## src/rtl/apu_audio_pkg.sv

```systemverilog
// Shared types, frame constants and the 9-bit unsigned to 16-bit signed sample conversion
// used by the APU I2S output path.
package apu_audio_pkg;

  typedef enum logic {
    IDLE = 1'b0,
    RUN  = 1'b1
  } i2s_state_e;

  localparam int SLOTS_PER_FRAME = 32;
  localparam int WORD_BITS       = 16;
  localparam int MIDSCALE        = 256;

  // The 9-bit modular difference is already the two's-complement value of (s - MIDSCALE).
  function automatic logic [WORD_BITS-1:0] to_word(input logic [8:0] s, input logic mute);
    logic [8:0] diff;
    diff = s - 9'(MIDSCALE);
    return mute ? '0 : {diff, {(WORD_BITS-9){1'b0}}};
  endfunction

endpackage

```

## src/rtl/i2s_shifter.sv

```systemverilog
// Frame shift register, slot counter and word-select generation for the I2S serializer.
// Everything advances on the bclk falling-edge strobe; latch reloads both words at slot 0.
module i2s_shifter
  import apu_audio_pkg::*;
#(
  parameter int LEFT_JUSTIFY = 0
) (
  input  logic                 clk,
  input  logic                 reset_n,
  input  logic                 clear,
  input  logic                 advance,
  input  logic                 latch,
  input  logic [WORD_BITS-1:0] word_l,
  input  logic [WORD_BITS-1:0] word_r,
  output logic [4:0]           slot,
  output logic                 sdata,
  output logic                 lrck
);

  logic [2*WORD_BITS-1:0] sr_q, sr_d;
  logic [4:0]             slot_q, slot_d;
  logic                   sdata_q, sdata_d;
  logic                   lrck_q, lrck_d;

  always_comb begin
    sr_d    = sr_q;
    slot_d  = slot_q;
    sdata_d = sdata_q;
    lrck_d  = lrck_q;
    if (clear) begin
      sr_d    = '0;
      slot_d  = '0;
      sdata_d = 1'b0;
      lrck_d  = 1'b0;
    end else if (advance || latch) begin
      sr_d   = latch ? {word_l, word_r} : {sr_q[2*WORD_BITS-2:0], 1'b0};
      slot_d = latch ? 5'd0 : slot_q + 5'd1;
      // I2S mode emits the pre-shift MSB, giving the one-slot delay (right bit 0 lands in slot 0).
      sdata_d = (LEFT_JUSTIFY != 0) ? sr_d[2*WORD_BITS-1] : sr_q[2*WORD_BITS-1];
      lrck_d  = slot_d[4];
    end
  end

  always_ff @(posedge clk or negedge reset_n) begin
    if (!reset_n) begin
      sr_q    <= '0;
      slot_q  <= '0;
      sdata_q <= 1'b0;
      lrck_q  <= 1'b0;
    end else begin
      sr_q    <= sr_d;
      slot_q  <= slot_d;
      sdata_q <= sdata_d;
      lrck_q  <= lrck_d;
    end
  end

  assign slot  = slot_q;
  assign sdata = sdata_q;
  assign lrck  = lrck_q;

endmodule

```

## src/rtl/audio_i2s_out.sv

```systemverilog
// APU mix to I2S serializer: IDLE/RUN control, bclk divider, sample conversion and word latch.
// Define AUDIO_I2S_AVG_EN to average each channel over the frame instead of point sampling.
module audio_i2s_out
  import apu_audio_pkg::*;
#(
  parameter int BCLK_HALF    = 8,
  parameter int LEFT_JUSTIFY = 0
) (
  input  logic       clk,
  input  logic       reset_n,
  input  logic       enable,
  input  logic       mute,
  input  logic [8:0] sound_l,
  input  logic [8:0] sound_r,
  output logic       i2s_bclk,
  output logic       i2s_lrck,
  output logic       i2s_sdata,
  output logic       sample_strobe
);

  localparam int DIV_W = $clog2(BCLK_HALF);

  i2s_state_e           state_q, state_d;
  logic [DIV_W-1:0]     div_q, div_d;
  logic                 bclk_q, bclk_d;
  logic                 strobe_q, strobe_d;
  logic                 latch, clear, fall;
  logic [4:0]           slot;
  logic [8:0]           s_l, s_r;
  logic [WORD_BITS-1:0] word_l, word_r;

  // BCLK_HALF is a power of two, so the all-ones count marks the end of a half period.
  assign fall = (state_q == RUN) && bclk_q && (div_q == {DIV_W{1'b1}});

  always_comb begin
    state_d = state_q;
    div_d   = div_q;
    bclk_d  = bclk_q;
    latch   = 1'b0;
    case (state_q)
      IDLE: begin
        div_d  = '0;
        bclk_d = 1'b0;
        if (enable) begin
          state_d = RUN;
          latch   = 1'b1;
        end
      end
      RUN: begin
        div_d = div_q + DIV_W'(1);
        if (div_q == {DIV_W{1'b1}}) bclk_d = ~bclk_q;
        if (fall && slot == 5'(SLOTS_PER_FRAME - 1)) begin
          if (enable) begin
            latch = 1'b1;
          end else begin
            state_d = IDLE;
            div_d   = '0;
            bclk_d  = 1'b0;
          end
        end
      end
      default: state_d = IDLE;
    endcase
    strobe_d = latch;
    clear    = (state_d == IDLE);
  end

  always_ff @(posedge clk or negedge reset_n) begin
    if (!reset_n) begin
      state_q  <= IDLE;
      div_q    <= '0;
      bclk_q   <= 1'b0;
      strobe_q <= 1'b0;
    end else begin
      state_q  <= state_d;
      div_q    <= div_d;
      bclk_q   <= bclk_d;
      strobe_q <= strobe_d;
    end
  end

`ifdef AUDIO_I2S_AVG_EN
  localparam int AVG_SHIFT = 6 + $clog2(BCLK_HALF);
  localparam int ACC_W     = 9 + AVG_SHIFT;

  logic [ACC_W-1:0] acc_l_q, acc_l_d, acc_r_q, acc_r_d, sum_l, sum_r;

  // The sum includes the latch clk itself, so one frame contributes exactly 64*BCLK_HALF samples.
  always_comb begin
    sum_l   = acc_l_q + ACC_W'(sound_l);
    sum_r   = acc_r_q + ACC_W'(sound_r);
    s_l     = sum_l[AVG_SHIFT +: 9];
    s_r     = sum_r[AVG_SHIFT +: 9];
    acc_l_d = acc_l_q;
    acc_r_d = acc_r_q;
    if (latch || clear) begin
      acc_l_d = '0;
      acc_r_d = '0;
    end else if (state_q == RUN) begin
      acc_l_d = sum_l;
      acc_r_d = sum_r;
    end
  end

  always_ff @(posedge clk or negedge reset_n) begin
    if (!reset_n) begin
      acc_l_q <= '0;
      acc_r_q <= '0;
    end else begin
      acc_l_q <= acc_l_d;
      acc_r_q <= acc_r_d;
    end
  end
`else
  assign s_l = sound_l;
  assign s_r = sound_r;
`endif

  assign word_l = to_word(s_l, mute);
  assign word_r = to_word(s_r, mute);

  i2s_shifter #(
    .LEFT_JUSTIFY(LEFT_JUSTIFY)
  ) u_shifter (
    .clk    (clk),
    .reset_n(reset_n),
    .clear  (clear),
    .advance(fall),
    .latch  (latch),
    .word_l (word_l),
    .word_r (word_r),
    .slot   (slot),
    .sdata  (i2s_sdata),
    .lrck   (i2s_lrck)
  );

  assign i2s_bclk      = bclk_q;
  assign sample_strobe = strobe_q;

endmodule

```

## config.mk

```make
export PLATFORM = sky130hd
export DESIGN_NAME = audio_i2s_out
export DESIGN_NICKNAME = d
export VERILOG_FILES = /design/src/rtl/apu_audio_pkg.sv /design/src/rtl/i2s_shifter.sv /design/src/rtl/audio_i2s_out.sv
export SDC_FILE = /design/constraint.sdc
export NUM_CORES = 1
export LEC_CHECK = 0
export CAP_MARGIN = 20
export CORE_ASPECT_RATIO = 0.8
export CORE_UTILIZATION = 38
export DETAILED_ROUTE_END_ITERATION = 10
export GPL_TIMING_DRIVEN = 0
export PLACE_DENSITY = 0.69
export SYNTH_ARGS = -nofsm -noshare
export SYNTH_HDL_FRONTEND = slang
export SYNTH_SLANG_ARGS = --single-unit
```

## constraint.sdc

```tcl
create_clock -name clk -period 1.6 [get_ports clk]
set_clock_uncertainty 0.1 [all_clocks]
set_input_delay 0.24 -clock clk [delete_from_list [all_inputs] [get_ports clk]]
set_output_delay 0.24 -clock clk [all_outputs]
set_load 0.02 [all_outputs]
```

# Yosys cells after proc, flatten, opt, wreduce, memory -nomap -nowiden
# Index checks and enable logic that the tools add are counted.
# totals
ff_bits	45
inputBits	22
out_inout_bits	4
wordCells	45
# classes
n_addsub	4
n_eq_ne	3
mux	24
bitwise	2
n_reduce_logical	4
# op_table
cell	n
32-bit two-way mux	3
16-bit two-way mux	2
9-bit subtractor (second input constant)	2
5-bit two-way mux	3
1-bit two-way mux	10
3-bit two-way mux	2
1-bit case mux with 2 select lines	3
3-bit case mux with 2 select lines	1
5-bit by 1-bit adder with 5-bit output (second input constant)	1
5-bit equality test (second input constant)	1
3-bit by 1-bit adder with 3-bit output (second input constant)	1
3-bit equality test (second input constant)	1
1-bit logical AND	3
2-bit by 1-bit inequality test with 1-bit output (second input constant)	1
1-bit inverter	2
1-bit logical OR	1

# Longest topological paths before layout
# Gate-level depths: netlist of run 1.
# depth
ltp_word	8
depth_mapped	8
depth_no_buf	6

# Cells and area by module
# From an unflattened synthesis of run 1, not the netlist that was laid out.
# hier_totals
cells_unflattened	217
area_unflattened_um2	2372.3
# by_module_without_submodules
mod	n_inst	cells_per_inst	area_per_inst_um2	seq_area_each_um2
i2s_shifter	1	172	1958.1	950.9
audio_i2s_out	1	45	414.1	150.1

# Worst setup path after synthesis of run 1
# No wires, ideal clock.
# synth_timing
path_kind	flip-flop to flip-flop
startpoint	register u_shifter.slot_q[0], in the netlist u_shifter.slot[0]
endpoint	register u_shifter.sr_q[24]
setup_ns	0.076
arrival_ns	1.576
required_ns	1.424
setup_slack_ns	-0.152
path_stages_with_launch	9
n_path_buf	2
synth_period_minus_slack_ns	1.752
path_cell_list	dfrtp_1 -> ha_1 -> and3_1 -> ha_1 -> and4b_1 -> buf_6 -> buf_6 -> a22oi_1 -> o21ai_1
# synth_via
elab_chain_len	7
elab_cells_between_ends	11
cone_classes	eq/ne: 2; mux: 7; reduce/logical: 2
# synth_lines
element	line_no	rtl
start: declaration	i2s_shifter.sv:21	logic [4:0] slot_q, slot_d;
start signal: assignment	i2s_shifter.sv:52	slot_q <= slot_d;
5-bit equality test (*)	audio_i2s_out.sv:52	if (fall && slot == 5'(SLOTS_PER_FRAME - 1)) begin
1-bit logical AND (*)	audio_i2s_out.sv:52	
1-bit two-way mux	audio_i2s_out.sv:52	
1-bit case mux with 2 select lines	audio_i2s_out.sv:40	case (state_q)
32-bit two-way mux	i2s_shifter.sv:36	sr_d = latch ? {word_l, word_r} : {sr_q[2*WORD_BITS-2:0], 1'b0};
32-bit two-way mux	i2s_shifter.sv:35	end else if (advance || latch) begin
32-bit two-way mux	i2s_shifter.sv:30	if (clear) begin
end signal: assignment	i2s_shifter.sv:51	sr_q <= sr_d;
end: declaration	i2s_shifter.sv:20	logic [2*WORD_BITS-1:0] sr_q, sr_d;
# Every way passes the cells marked *; elsewhere a longest branch is shown, timed or not. The select of a mux whose other input is x is not followed.
# A chain may end at the register's enable or synchronous reset.

# Final worst setup path of run 1
# layout_timing
startpoint	register div_q[0]
endpoint	register u_shifter.sr_q[11]
# layout_via
elab_chain_len	8
elab_cells_between_ends	12
cone_classes	eq/ne: 2; mux: 7; reduce/logical: 3
# layout_lines
element	line_no	rtl
start: declaration	audio_i2s_out.sv:24	logic [DIV_W-1:0] div_q, div_d;
start signal: assignment	audio_i2s_out.sv:76	div_q <= div_d;
3-bit equality test (*)	audio_i2s_out.sv:33	assign fall = (state_q == RUN) && bclk_q && (div_q == {DIV_W{1'b1}});
1-bit logical AND (*)	audio_i2s_out.sv:33	
1-bit logical AND	audio_i2s_out.sv:52	
1-bit two-way mux	audio_i2s_out.sv:52	
1-bit case mux with 2 select lines	audio_i2s_out.sv:40	
32-bit two-way mux	i2s_shifter.sv:36	
32-bit two-way mux	i2s_shifter.sv:35	
32-bit two-way mux	i2s_shifter.sv:30	
# Marks and branches as above.

==> results of run 1 <==
## placed cells by master, fill, tap and decap left out, types with 3 or more instances in the layout
cell type and instances:
a21oi_1 9, a22oi_1 3, a22oi_2 13, buf_4 9, buf_6 7, clkbuf_8 6
clkdlybuf4s50_1 20, dfrtp_1 37, ha_2 3, inv_1 14, nand2_1 20, nand3_1 3
nor2_1 3, o21ai_1 17
## cell type report
| class | count | area, um2 | area share |
|---|---|---|---|
| multi-input combinational | 97 | 693.2 | 0.2993 |
| inverter | 14 | 52.55 | 0.02269 |
| timing repair buffer | 35 | 340.3 | 0.1469 |
| buffer | 11 | 116.4 | 0.05024 |
| tap | 57 | 71.32 | 0.03079 |
| sequential | 37 | 925.9 | 0.3998 |
| clock inverter | 1 | 30.03 | 0.01297 |
| clock buffer | 7 | 86.33 | 0.03728 |
## layer usage
metal	global-route usage	vias up	share of wire
met5	0	-	0
met3	0.04983	7	0.038
met1	0.2172	630	0.48
li1	-	628	-
met2	0.2321	23	0.47
met4	0.07143	0	0.015
## where the power goes
part	leakage [nW]	total [W]	switching (W)	internal, W
clock network	0.0585	0.000830	0.000322	0.000508
registers	0.419	0.000935	0	0.000935
logic	0.573	0.0000800	0.0000311	0.0000489
## worst max path at each step
| stage | startpoint | to | slack, ns | cells after the start |
|---|---|---|---|---|
| finish | div_q[0] | u_shifter.sr_q[11] | -0.17 | 8 |
| global route | u_shifter.slot[0] | u_shifter.sr_q[11] | -0.22 | 8 |
| CTS | u_shifter.slot[0] | u_shifter.sr_q[27] | -0.16 | 8 |
| detailed placement | u_shifter.slot[0] | u_shifter.sr_q[26] | -0.24 | 8 |
| global placement | reset_n | u_shifter.sr_q[26] | -0.68 | 1 |
| floorplan | u_shifter.slot[0] | u_shifter.sr_q[30] | -0.12 | 7 |
## sequential cells by signal (all words and copies together) (netlist names)
signal and flops:
state_q 1, i2s_bclk 1, u_shifter.sr_q 25, div_q 3
u_shifter.slot 5, sample_strobe 1, u_shifter.sdata 1
## worst reg2reg max path: stages, from the launching register on
cell and delay, ns:
dfrtp_1 0.39, ha_2 0.18, ha_2 0.16, buf_6 0.13, and4b_1 0.19, buf_6 0.14
buf_4 0.14, a22oi_2 0.14, o21ai_1 0.09
## cell families (layout without fill, tap and decap cells)
| family | count (synthesis) | after routing | share of synthesized area |
|---|---|---|---|
| xor gates and xnor gates | 3 | 3 | 0.01594 |
| and+or+nand+nor | 40 | 40 | 0.1176 |
| AOI/OAI and AO/OA | 50 | 50 | 0.1912 |
| buffers and inverters | 25 | 68 | 0.08345 |
| DFF | 37 | 37 | 0.5615 |
| adders and majority gates | 4 | 4 | 0.03035 |
## stage by stage
stage	cell area, um2	hold slack (ns)	util
global route	2316	0.3618	0.5544
finish	2316	0.3400	0.5544
floorplan	1675	-0.1556	-
detailed placement	1992	0.2820	0.4768
CTS	2203	0.3443	0.5274
global placement	1997	0.3231	0.4780
## what timing repair did
item                                   4_1_cts  5_1_grt
endpoints found under the hold margin       37        0
buffers inserted                             5        2
setup endpoints to repair                   33       33
cloned                                       0        2
pin swaps                                    3        2
hold buffers                                 1        0
gates resized for setup                     14       20
==> out/qor.yml, run 1 <==
grt:
  grt_pass1_wl_um: 5195
  grt_max_degree: 38
  overflow: 0
  antenna_found_initial: 0
  grt_pass1_vias: 1100
  grt_usage: 0.1589
flow_run:
  drv_cap: 0
synth:
  synth_edf_count: 0
  synth_fp_nets: 185
  yosysMostFrequentCell: "dfrtp_1"
  async_flop_share: 1.000
  synth_area_um2: 1649
  yosys.area.top_type: "dfrtp_1"
  ys_top_cells_by_area: "dfrtp_1 56%, a22oi_1 6.8%, o21ai_1 4.9%"
  synth_top_cell_area_share: 0.5615
  yosysWarnings: 0
  synth_area_per_cell_um2: 10.37
  synth_cell_types: 30
  ys_ff_latch: 37
  synthTopCellsByCount: "37 x dfrtp_1, 21 x nand2_1, 16 x o21ai_1, 15 x a22oi_1, 14 x inv_1"
  synth_ff_type: "dfrtp_1"
  syn_inst: 159
  ys_seq_area_frac: 0.5615
setup_path:
  start_kind: "register"
  path_buf_inv: 3
  ff2ff_path_depth: 8
  cp_slowest_cell: "dfrtp_1"
  path_max_fanout: 9
  cpPeakStageDelay_ns: 0.39
  worstPathArrival_ns: 1.84
  reg2reg_to: "u_shifter.sr_q[11]"
  cp_top_family: "buffers and inverters"
  path_class: "register to register"
  crit_path_end_kind: "register"
  ff2ff_setup_slack_ns: -0.17
  cp.required_ns: 1.68
  r2r_start: "div_q[0]"
  path_cells: "ha_2 > ha_2 > buf_6 > and4b_1 > buf_6 > buf_4 > a22oi_2 > o21ai_1"
power_and_ir_drop:
  p_leak_nw: 1.051
  power.total_w: 0.001845
  pwr_density_cell_nw_per_um2: 796.5
  vdd_ir_drop_max_v: 0.0005394
layout:
  area_growth_pct: 40.44
  final_cell_count_no_fill: 259
  final_nets: 227
  antenna-diode-count: 0
  drive_above_1_share: 0.2574
  fillCellCount: 361
clock_tree:
  cts.clk_slew.worst_paths_ns: 0.07
  cts_root_buffer: "clkbuf_8"
  clock_sinks: 37
  numCtsBuffers: 5
  cts_tree: "yes"
  clk_latency_ns: 0.29
  cts_max_path_buffers: 2
  htree_levels: 2
detailed_routing:
  post_drt_wl_per_cell_um: 13.68
  drc_errors: 0
  routed_wl_um: 3544
  drtPass1Iterations: 4
  drtIter0Drc: 80
  final_antenna_net_count: 0
  vias: 1288
  viasPerCell: 4.973
place:
  dpl.cell_count: 241
  portBuffers: 25
  hpwl_um: 2139
  gp_congestion: 0.6878
  dp_slack_ns: -0.2410
sta:
  worst_slew_pin_slew_ns: 0.8123
  finalMaxSlewViolations: 0
  postLayoutSetupSlackWorst_ns: -0.1670
  fin_crit_ns: 1.767
  grt_setup_unrepaired: "true"
  max_slew_margin: 0.4584
  max_freq_mhz: 565.9
  tns_ns: -2.168
  period_share: 1.104
  setup_viol: 18
  hold_viol: 0
min_path:
  hp-start: "div_q[0]"
  hp-class: "register to register"
  holdPathEnd: "div_q[0]"
  hold_depth: 1
outcome:
  status: "finished with violations"
  violations: "setup timing"
floorplanning:
  dieArea_um2: 4609
  core_area_um2: 4178
  pin_count: 26
  die_w_um: 75.65
  die_h_um: 60.92
  num_rows: 21
  start_util: 0.3947
No activity file was read; power rests on OpenSTA's default activity.
==> inputs of run 2 (changes only) <==
Settings changed: CORE_MARGIN set to 5, CORE_UTILIZATION 38 to 45, PLACE_DENSITY 0.69 to 0.78.
==> run 2 against run 1 <==
Net effect: the flow still finishes with violations (setup timing); worst hold slack improved by 0.045 ns; via count up 3.3%; largest power group unchanged; first-iteration DRC count grew 30%; register-to-register slack got worse by 0.07 ns.
==> out/qor.yml, run 2 (synthesis results as in run 1) <==
setup_path:
  cp_slowest_cell: "dfrtp_1"
  crit_path_end_kind: "register"
  path_max_fanout: 10  # +1
  start_kind: "register"
  cpPeakStageDelay_ns: 0.39  # about the same
  ff2ff_setup_slack_ns: -0.24  # -0.07 ns
  path_cells: "ha_2 > and3_4 > ha_4 > and4b_1 > buf_6 > buf_12 > a22oi_2 > o21ai_1"
  cp.required_ns: 1.71  # +0.03 ns
  path_class: "register to register"
  worstPathArrival_ns: 1.94  # +0.10 ns
outcome:
  violations: "setup timing"
  status: "finished with violations"
detailed_routing:
  wl_met1_um: 1694  # +0.41%
  post_drt_wl_per_cell_um: 14.81  # +8.2%
  vias: 1330  # +3.3%
  drtPass1Iterations: 4  # unchanged
  final_antenna_net_count: 0  # unchanged
  viasPerCell: 5.320  # +7.0%
  wl_met3_um: 240  # +79%
  routed_wl_um: 3703  # +4.5%
  dr_wl_met2_um: 1711  # +2.6%
  drtIter0Drc: 104  # +30%
  top_layer: "met4"
  drc_errors: 0  # unchanged
floorplanning:
  die_w_um: 77.68  # +2.7%
  num_rows: 19  # -9.5%
  pin_count: 26  # unchanged
  start_util: 0.4719  # +0.07717
  die_h_um: 64.15  # +5.3%
  dieArea_um2: 4983  # +8.1%
  core_area_um2: 3495  # -16%
min_path:
  hp-class: "register to register"
layout:
  post-route-util: 0.6652  # +0.1109
  largest_reg_flops: 25  # unchanged
  layout_commonest_cell: "dfrtp_1"
  antenna-diode-count: 0  # unchanged
  top_register: "u_shifter.sr_q"
  area_growth_pct: 40.97
  drive_above_1_share: 0.2981  # +0.04065
  final_nets: 234  # +3.1%
  design_area_um2: 2325  # +0.38%
  layout_common_cells: "37 x dfrtp_1, 21 x clkdlybuf4s50_1, 20 x nand2_1"
sta:
  max_slew_margin: 0.4500  # -0.008409
  hold_viol: 0  # unchanged
  grt_setup_unrepaired: "true"
  setup_viol: 28  # +10
  max_freq_mhz: 544.8  # -3.7%
  period_share: 1.147  # +0.04287
  worst_slew_pin_slew_ns: 0.8250  # +0.01261 ns
  fin_crit_ns: 1.836  # +0.06860 ns
  postLayoutSetupSlackWorst_ns: -0.2356  # -0.06860 ns
  tns_ns: -3.592  # -1.425 ns
  finalMaxSlewViolations: 0  # unchanged
grt:
  grt_max_degree: 38  # unchanged
  overflow: 0  # unchanged
  grt_usage: 0.1542  # -0.004652
  antenna_found_initial: 0  # unchanged
  grt_pass1_vias: 1327  # +21%
  grt_pass1_wl_um: 6154  # +18%
clock_tree:
  cts.clk_slew.worst_paths_ns: 0.07  # about the same
  cts_max_path_buffers: 2  # unchanged
  cts_root_buffer: "clkbuf_8"
  clk_latency_ns: 0.29  # about the same
  htree_levels: 2  # unchanged
  cts_tree: "yes"
  clock_sinks: 37  # unchanged
  numCtsBuffers: 5  # unchanged
flow_run:
  drv_cap: 0  # unchanged
power_and_ir_drop:
  vdd_ir_drop_max_v: 0.0004551  # -16%
  pwr_density_cell_nw_per_um2: 718.0  # -9.9%
  p_leak_nw: 1.047  # -0.37%
  power.total_w: 0.001669  # -9.5%
place:
  portBuffers: 25  # unchanged
  hpwl_um: 2304  # +7.7%
  place_area_um2: 1973  # -0.94%
  gp_congestion: 0.7050  # +2.5%
-- run 2: path summary, 6_finish.rpt --
kind	from	endpoint	depth (start not counted)
max	u_shifter.slot[1]	u_shifter.sr_q[14]	8
min	u_shifter.sdata	u_shifter.sdata	2
max reg2reg	u_shifter.slot[1]	u_shifter.sr_q[14]	8
min reg2reg	u_shifter.sdata	u_shifter.sdata	2
max in group asynchronous	reset_n	u_shifter.sr_q[27]	2
min in group asynchronous	reset_n	u_shifter.slot[4]	2
-- run 2: critical path, delay by kind of cell (launching register included) --
family | cells | cell delay (ns)
adder cells (fa/ha/maj) | 2 | 0.36
AND/OR/NAND/NOR | 2 | 0.46
AO/OA/AOI/OAI | 2 | 0.14
buffers and inverters | 2 | 0.29
flip-flops | 1 | 0.39
-- run 2: metal layers --
layer	track usage	vias to the layer above
met5	0	-
li1	-	640
met3	0.06320	7
met2	0.2375	47
met4	0.03863	0
met1	0.2029	636
-- run 2: metrics by stage --
stage	hold WS (ns)	cells	setup WS (ns)
3_5_place_dp	0.2761	226	-0.2675
6_report	0.3846	250	-0.2356
5_1_grt	0.3971	250	-0.3200
2_1_floorplan	-0.1556	159	-0.1160
4_1_cts	0.3889	244	-0.1747
3_3_place_gp	0.3202	226	-0.5535
-- run 2: cell type report --
type,instances,area [um2]
inverters,14,52.55
flip-flops and latches,37,925.9
clock buffers,7,86.33
fillers,254,1170
plain buffers,10,110.1
well taps,42,52.55
multi-input cells,97,713.2
repair buffers,43,384.1
-- run 2: power breakdown --
group	switching, W	leakage (nW)	total [W]	internal (W)
combinational	0.0000331	0.584	0.0000822	0.0000491
sequential	0	0.419	0.000935	0.000935
clock	0.000310	0.0443	0.000652	0.000342
total	0.000343	1.05	0.00167	0.00133
-- run 2: repair_timing --
item                                    in CTS  in global routing
endpoints found under the setup margin      32                 34
pin swaps                                    3                  7
gates cloned                                 0                  2
gates resized for setup                     17                 21
endpoints found under the hold margin       37                  0
setup buffers                               11                  4
hold buffers                                 1                  0
==> inputs of run 3 (changes only) <==
Settings changed: CAP_MARGIN 20 to unset.
==> results of run 3 <==
The final DEF is identical to that of run 2; final timing and power are the same.
